===== src/rtl/imm_encoder_if.sv =====
// Request/response bundle for the immediate encoder: a template+immediate request
// channel and an encoded-instruction output channel, both valid/ready.
interface imm_encoder_if #(
  parameter int DATA_WIDTH = 32
);
  logic                  req_valid;
  logic                  req_ready;
  logic [2:0]            req_fmt;
  logic [DATA_WIDTH-1:0] req_base;
  logic [DATA_WIDTH-1:0] req_imm;
  logic                  out_valid;
  logic                  out_ready;
  logic [DATA_WIDTH-1:0] out_inst;
  logic                  out_err;

  modport slave (
    input  req_valid, req_fmt, req_base, req_imm, out_ready,
    output req_ready, out_valid, out_inst, out_err
  );

  modport master (
    output req_valid, req_fmt, req_base, req_imm, out_ready,
    input  req_ready, out_valid, out_inst, out_err
  );
endinterface


===== src/rtl/imm_encoder.sv =====
// RV32I immediate encoder: scatters an immediate into a template instruction word
// and expands LI into ADDI, LUI, or a LUI/ADDI pair behind one registered stage.
module imm_encoder #(
  parameter int DATA_WIDTH = 32,
  parameter bit LI_ENABLE  = 1'b1
) (
  input  logic         clk,
  input  logic         rst,
  imm_encoder_if.slave bus
);

  generate
    if (DATA_WIDTH != 32) begin : g_width_check
      $error("imm_encoder supports DATA_WIDTH=32 only");
    end
  endgenerate

  localparam logic [2:0] FMT_I     = 3'd0;
  localparam logic [2:0] FMT_SHIFT = 3'd1;
  localparam logic [2:0] FMT_S     = 3'd2;
  localparam logic [2:0] FMT_B     = 3'd3;
  localparam logic [2:0] FMT_J     = 3'd4;
  localparam logic [2:0] FMT_LI    = 3'd5;

  localparam logic [6:0] OPC_LUI   = 7'b0110111;
  localparam logic [6:0] OPC_OPIMM = 7'b0010011;

  typedef enum logic [1:0] {
    EMPTY = 2'd0,
    ONE   = 2'd1,
    FIRST = 2'd2
  } state_t;

  state_t      state_reg, state_next;
  logic [31:0] out_inst_reg, out_inst_next;
  logic        out_err_reg, out_err_next;
  logic [31:0] pending_reg, pending_next;

  logic [31:0] imm;
  logic [31:0] base;
  logic [4:0]  rd;
  logic        fits12, fits13, fits21, fits_shamt;
  logic [19:0] li_upper;
  logic [31:0] enc_word0, enc_word1;
  logic        enc_two, enc_err;
  logic        req_ready_int;
  logic        accept;

  assign imm  = bus.req_imm;
  assign base = bus.req_base;
  assign rd   = base[11:7];

  // A value fits signed N when every bit from N-1 upward equals the sign.
  assign fits12     = (&imm[31:11]) | ~(|imm[31:11]);
  assign fits13     = (&imm[31:12]) | ~(|imm[31:12]);
  assign fits21     = (&imm[31:20]) | ~(|imm[31:20]);
  assign fits_shamt = ~(|imm[31:5]);

  // Rounding the upper part by imm[11] compensates for ADDI sign-extending its low 12 bits.
  assign li_upper = imm[31:12] + {19'd0, imm[11]};

  always_comb begin
    enc_word0 = base;
    enc_word1 = '0;
    enc_two   = 1'b0;
    enc_err   = 1'b0;
    case (bus.req_fmt)
      FMT_I: begin
        if (fits12) enc_word0 = {imm[11:0], base[19:0]};
        else        enc_err   = 1'b1;
      end
      FMT_SHIFT: begin
        if (fits_shamt) enc_word0 = {base[31:25], imm[4:0], base[19:0]};
        else            enc_err   = 1'b1;
      end
      FMT_S: begin
        if (fits12) enc_word0 = {imm[11:5], base[24:12], imm[4:0], base[6:0]};
        else        enc_err   = 1'b1;
      end
      FMT_B: begin
        if (fits13 && !imm[0])
          enc_word0 = {imm[12], imm[10:5], base[24:12], imm[4:1], imm[11], base[6:0]};
        else
          enc_err = 1'b1;
      end
      FMT_J: begin
        if (fits21 && !imm[0])
          enc_word0 = {imm[20], imm[10:1], imm[11], imm[19:12], base[11:0]};
        else
          enc_err = 1'b1;
      end
      FMT_LI: begin
        if (!LI_ENABLE) begin
          enc_err = 1'b1;
        end else if (fits12) begin
          enc_word0 = {imm[11:0], 5'd0, 3'b000, rd, OPC_OPIMM};
        end else begin
          enc_word0 = {li_upper, rd, OPC_LUI};
          if (|imm[11:0]) begin
            enc_two   = 1'b1;
            enc_word1 = {imm[11:0], rd, 3'b000, rd, OPC_OPIMM};
          end
        end
      end
      default: enc_err = 1'b1;
    endcase
    // Rejected requests pass the template through untouched.
    if (enc_err) begin
      enc_word0 = base;
      enc_word1 = '0;
      enc_two   = 1'b0;
    end
  end

  always_comb begin
    req_ready_int = 1'b0;
    if (!rst) begin
      case (state_reg)
        EMPTY:   req_ready_int = 1'b1;
        ONE:     req_ready_int = bus.out_ready;
        default: req_ready_int = 1'b0;
      endcase
    end
  end

  assign accept = bus.req_valid & req_ready_int;

  always_comb begin
    state_next    = state_reg;
    out_inst_next = out_inst_reg;
    out_err_next  = out_err_reg;
    pending_next  = pending_reg;
    case (state_reg)
      EMPTY, ONE: begin
        if (accept) begin
          out_inst_next = enc_word0;
          out_err_next  = enc_err;
          pending_next  = enc_word1;
          state_next    = enc_two ? FIRST : ONE;
        end else if (state_reg == ONE && bus.out_ready) begin
          state_next = EMPTY;
        end
      end
      FIRST: begin
        if (bus.out_ready) begin
          out_inst_next = pending_reg;
          out_err_next  = 1'b0;
          pending_next  = '0;
          state_next    = ONE;
        end
      end
      default: state_next = EMPTY;
    endcase
  end

  always_ff @(posedge clk or posedge rst) begin
    if (rst) begin
      state_reg    <= EMPTY;
      out_inst_reg <= '0;
      out_err_reg  <= 1'b0;
      pending_reg  <= '0;
    end else begin
      state_reg    <= state_next;
      out_inst_reg <= out_inst_next;
      out_err_reg  <= out_err_next;
      pending_reg  <= pending_next;
    end
  end

  assign bus.req_ready = req_ready_int;
  assign bus.out_valid = (state_reg != EMPTY);
  assign bus.out_inst  = out_inst_reg;
  assign bus.out_err   = out_err_reg;

endmodule

===== src/flat_wrapper.sv =====
// flat-port wrapper written by rule: the top's interface ports become plain ports
module imm_encoder_flat 
#(
  parameter int DATA_WIDTH = 32,
  parameter bit LI_ENABLE  = 1'b1
)
  (clk, rst, bus_req_valid, bus_req_fmt, bus_req_base, bus_req_imm, bus_out_ready, bus_req_ready, bus_out_valid, bus_out_inst, bus_out_err);
  imm_encoder_if #(.DATA_WIDTH(DATA_WIDTH)) bus_i ();
  input  logic clk;
  input  logic rst;
  input wire logic [$bits(bus_i.req_valid)-1:0] bus_req_valid;
  input wire logic [$bits(bus_i.req_fmt)-1:0] bus_req_fmt;
  input wire logic [$bits(bus_i.req_base)-1:0] bus_req_base;
  input wire logic [$bits(bus_i.req_imm)-1:0] bus_req_imm;
  input wire logic [$bits(bus_i.out_ready)-1:0] bus_out_ready;
  output wire logic [$bits(bus_i.req_ready)-1:0] bus_req_ready;
  output wire logic [$bits(bus_i.out_valid)-1:0] bus_out_valid;
  output wire logic [$bits(bus_i.out_inst)-1:0] bus_out_inst;
  output wire logic [$bits(bus_i.out_err)-1:0] bus_out_err;
  assign bus_i.req_valid = bus_req_valid;
  assign bus_i.req_fmt = bus_req_fmt;
  assign bus_i.req_base = bus_req_base;
  assign bus_i.req_imm = bus_req_imm;
  assign bus_i.out_ready = bus_out_ready;
  assign bus_req_ready = bus_i.req_ready;
  assign bus_out_valid = bus_i.out_valid;
  assign bus_out_inst = bus_i.out_inst;
  assign bus_out_err = bus_i.out_err;
  imm_encoder #(.DATA_WIDTH(DATA_WIDTH), .LI_ENABLE(LI_ENABLE)) u_core (.clk(clk), .rst(rst), .bus(bus_i));
endmodule

===== config.mk =====
export PLATFORM = sky130hd
export DESIGN_NAME = imm_encoder_flat
export DESIGN_NICKNAME = d
export VERILOG_FILES = /design/src/rtl/imm_encoder_if.sv /design/src/rtl/imm_encoder.sv /design/src/flat_wrapper.sv
export SDC_FILE = /design/constraint.sdc
export NUM_CORES = 1
export LEC_CHECK = 0
export BUFFER_PORTS_ARGS = -buffer_cell sky130_fd_sc_hd__buf_2
export CAP_MARGIN = 20
export CORE_AREA = 2 2 98 100
export CTS_CLUSTER_DIAMETER = 50
export DETAILED_ROUTE_END_ITERATION = 8
export DIE_AREA = 0 0 100 102
export HOLD_SLACK_MARGIN = 0.05
export PLACE_DENSITY = 0.61
export SLEW_MARGIN = 20
export SYNTH_ARGS = -nofsm -noshare
export SYNTH_HDL_FRONTEND = slang
export SYNTH_SLANG_ARGS = --single-unit
export TNS_END_PERCENT = 10

===== constraint.sdc =====
create_clock -name clk -period 2.2 [get_ports clk]
set_input_delay 0.33 -clock clk [delete_from_list [all_inputs] [get_ports clk]]
set_output_delay 0.33 -clock clk [all_outputs]
set_load 0.005 [all_outputs]

# Word level (Yosys, flattened, before mapping)
# Index checks and enable logic that the tools add are counted.
# op_classes
eq_ne	10
reduce_logical	20
n_bitwise	7
n_mux	37
n_addsub	1
# ops
op	n
32-bit two-way mux	14
32-bit case mux with 6 select lines	1
32-bit case mux with 2 select lines	2
27-bit OR reduction	1
25-bit two-way mux	1
12-bit OR reduction	2
21-bit AND reduction	1
21-bit OR reduction	1
20-bit by 1-bit adder with 20-bit output	1
20-bit AND reduction	1
20-bit OR reduction	1
12-bit AND reduction	1
1-bit two-way mux	11
2-bit two-way mux	4
3-bit by 2-bit == test with 1-bit output, second input constant	2
3-bit == test, second input constant	2
1-bit case mux with 5 select lines	1
1-bit case mux with 2 select lines	2
2-bit case mux with 2 select lines	1
2-bit nonzero test	2
2-bit OR reduction	2
3-bit by 1-bit == test with 1-bit output, second input constant	1
1-bit logical AND	3
3-bit zero test	1
other kinds (12)	16
# totals
wordCells	79
out_inout_bits	35
reg_bits	67

# Longest topological paths before layout
# logic_depth
word_depth	10
depth_mapped	10
ltp_nobuf	8

# Worst setup path after synthesis
# OpenSTA, ideal clock, no wires.
# synth_path
path_kind	input to register
start	input port bus_req_imm[15]
end	register u_core.out_inst_reg[25] (netlist: u_core.bus.out_inst[25])
arrival_time_ns	2.296
stages	7
path_buffers	0
setup_slack_ns	-0.227
setup_time_ns	0.131
cell_sequence	or4_4 -> nor4_4 -> a32oi_4 -> a221oi_4 -> o2111ai_4 -> a221oi_1 -> nor3_1
# synth_between
elab_chain_cells	9
elab_cells_between_ends	23
classes_between	add/sub: 1; mux: 12; bitwise: 4; reduce/logical: 6
# synth_rtl
item	line	source
start: declaration	flat_wrapper.sv:14	input wire logic [$bits(bus_i.req_imm)-1:0] bus_req_imm;
branches (longest 6 deep; another with 20-bit by 1-bit adder with 20-bit output)	--	
32-bit two-way mux (*)	imm_encoder.sv:108	if (enc_err) begin
32-bit two-way mux (*)	imm_encoder.sv:135	if (accept) begin
32-bit case mux with 2 select lines (*)	imm_encoder.sv:133	case (state_reg)
end signal: assignment	imm_encoder.sv:164	out_inst_reg <= out_inst_next;
end: declaration	imm_encoder.sv:35	logic [31:0] out_inst_reg, out_inst_next;
# Mark *: on every way between the ends. The select of a mux whose other input is x is not followed.
# A chain may end at the register's enable or synchronous reset.

# Worst setup path in the final report
# layout_path
start	input port bus_req_imm[18]
end	register u_core.out_inst_reg[31] (netlist: u_core.bus.out_inst[31])
# Same word-level chain as after synthesis.

==> results.ini <==
[outcome]
status=finished, violations left
violations=setup timing

[clock_network]
cts-hold-fix-buffers=0
clock_sinks=53
numCtsBuffers=5
cts_buffer_depth=2
cts_tree=yes
clkTransAtPathRegs_ns=0.11
htreeDepth=2
clock_latency_ns=0.32
cts_root_buf=clkbuf_8

[timing]
worst_slew_pin_slew_ns=0.559
finalSetupViolCount=6
grt_setup_unrepaired=true
min_period_over_period=1.03
finClkSkew_ns=0.0104
maxSlewHeadroom=0.627
whs_ns=0.0553
fin_crit_ns=2.27
fmax_mhz=440
drv_slew=0
layout_setup_ws_ns=-0.0702
final_hold_viol_count=0

[critical_path]
cp-startpoint=bus_req_imm[18]
reg2reg_to=u_core.bus.out_inst[26]$_DFFE_PP0P_
reg2reg_from=u_core.state_reg[1]$_DFFE_PP0P_
required_ns=2.41
max_stage_delay_ns=0.54
critPathCapture=u_core.bus.out_inst[31]$_DFFE_PP0P_
crit_type=in -> reg
start_kind=primary input
worst_path_max_delay_cell=or4_4
r2r_setup_slack_ns=0.36
path_max_fanout=8
crit_path_cell_trace=buf_6 > or4_4 > nor4_4 > a32oi_4 > a221oi_4 > o2111ai_4 > buf_6 > a31oi_4 > nand2_1
critPathCaptureType=flip-flop
cp.arrival_ns=2.48
cp_common_cell=buf_6
r2r_cells=7

[pwr]
pwr-share-clk=0.224
swShare=0.339
pwr-share-seq=0.464
ir_worst_vdd_mv=0.272
p_total_mw=2.66
powerDensity_nw_per_um2=532
p_switching_uw=903
pwr-share-comb=0.312
p_leak_nw=2.32
p_int_mw=1.76

[synthesis]
synth_edf_count=0
synth_top_area_share=0.379
yosysTopAreaCell=dfrtp_1
ys_ff_latch=53
yosys_warnings=0
ys_seq_area_frac=0.379
synth_top_cells_by_area=dfrtp_1, a21oi_1, o21ai_0
avgSynthCellArea_um2=8.53
synthesis.area_um2=3500
synth_fp_nets=484
yosysMostFrequentCell=dfrtp_1
synth.distinct_cells=58
synthFlopType=dfrtp_1
synth_common_cells=dfrtp_1, nand2_1, a21oi_1, nor2_1, o21ai_0
async_reset_ff_frac=1.00
synth_cells=410

[placed_design]
port_buffers=105
post-dp-hpwl_um=10700
dpl_cell_area_um2=4740
place_inst=689
gp_congestion=0.930

[detailed_routing]
drt-total-wl_um=13400
via_count=4010
post_drt_wl_per_cell_um=19.1
vias_per_cell=5.72
firstDrtPassIters=5
drt_iter0_drc=275
final_antenna_net_count=0
post-route-drc-count=0

[global_route]
grt_pass1_wl_um=20400
antenna_found_initial=0
grt_max_degree=30
groute.usage.overall=0.260
grt-ovfl-total=0
grt_pass1_vias=3745

[final_layout]
final_nets=663
diodes=0
design_area_um2=5000
final_util=0.549
fin_cells=701
drive_gt1_frac=0.400
largest_register_ffs=32
syn2layout_area_growth_pct=43.0

[flow_run]
maxCapViolCount=0

[floorplan]
die_area_um2=10200
num_rows=35
core_area_um2=9110
io_pins=106
die_y_um=102
initial_core_util=0.384
die_w_um=100

[worst_hold_path]
hold_class=in -> async

==> metrics by stage <==
step,setup slack (ns),setup TNS (ns)
floorplan,-0.227,-4.41
global placement,-0.451,-10.92
detailed placement,-0.448,-11.65
CTS,-0.0330,-0.0869
global route,-0.152,-1.71
finish,-0.0702,-0.212
==> cell type report <==
cell class / instances / area, µm²
Clock buffer: 5 / 68.8
Timing Repair Buffer: 196 / 1250
Sequential cell: 53 / 1330
Fill cell: 884 / 4110
Multi-Input combinational cell: 322 / 2150
Inverter: 11 / 41.3
Clock inverter: 3 / 26.3
Tap cell: 111 / 139
==> metal layers <==
metal | up-vias | share of wire | track usage
li1 | 1910 | - | -
met4 | 0 | 0.020 | 0.0843
met5 | - | 0 | 0
met3 | 18 | 0.059 | 0.0274
met1 | 1919 | 0.44 | 0.362
met2 | 163 | 0.48 | 0.427
==> power groups by stage <==
stage / combinational, mW / clock (mW) / sequential, mW
floorplan: 0.349 / 0 / 1.25
global placement: 0.783 / 0 / 1.25
detailed placement: 0.796 / 0 / 1.25
CTS: 0.802 / 0.606 / 1.23
global route: 0.917 / 0.632 / 1.25
finish: 0.831 / 0.596 / 1.23
==> critical path, delay by kind of cell <==
| family | cells | cell delay, ns |
|---|---|---|
| compound gates | 4 | 0.95 |
| simple gates | 3 | 0.90 |
| buf+inv | 2 | 0.29 |
==> placed cells by master, fill, tap and decap left out, drive strengths merged, types with 3 or more instances in the layout <==
cell type,synthesis,final
nor2,30,30
a221oi,10,10
nor4,7,7
and3,9,9
ha,3,3
a22o,17,17
a22oi,3,3
or4,3,3
nor3b,3,3
o211ai,3,3
or3,10,10
nor3,15,15
a21oi,30,30
nand3,30,30
xor2,5,5
xnor2,6,6
o21ai,33,33
mux2i,6,6
clkbuf,19,5
dfrtp,53,53
nand2,39,39
buf,5,196
a31oi,6,6
a21o,6,6
nand4,5,5
o22ai,13,13
inv,11,12
o2111ai,3,3
==> cell families after synthesis <==
family                     synth area share
xor gates and xnor gates             0.0275
muxes                                0.0204
and+or+nand+nor                       0.233
DFF                                   0.379
buffers and inverters                0.0401
adders and majority gates            0.0136
AOI/OAI and AO/OA                     0.287
==> repair_timing <==
| item | 4_1_cts | 5_1_grt |
|---|---|---|
| resized for setup | 5 | 20 |
| gates cloned | 0 | 0 |
| pin swaps | 1 | 20 |
| endpoints found under the setup margin | 11 | 20 |
| setup buffers | 1 | 3 |
==> worst min path at each step <==
stage	depth (start not counted)	from	end
final	2	rst	u_core.bus.out_inst[21]$_DFFE_PP0P_
after detailed placement	2	rst	u_core.bus.out_inst[21]$_DFFE_PP0P_
after global placement	2	rst	u_core.state_reg[1]$_DFFE_PP0P_
after CTS	2	rst	u_core.bus.out_inst[21]$_DFFE_PP0P_
after floorplan	1	bus_out_ready	u_core.state_reg[1]$_DFFE_PP0P_
after global routing	2	rst	u_core.bus.out_inst[21]$_DFFE_PP0P_
No activity file was read; power rests on OpenSTA's default activity.
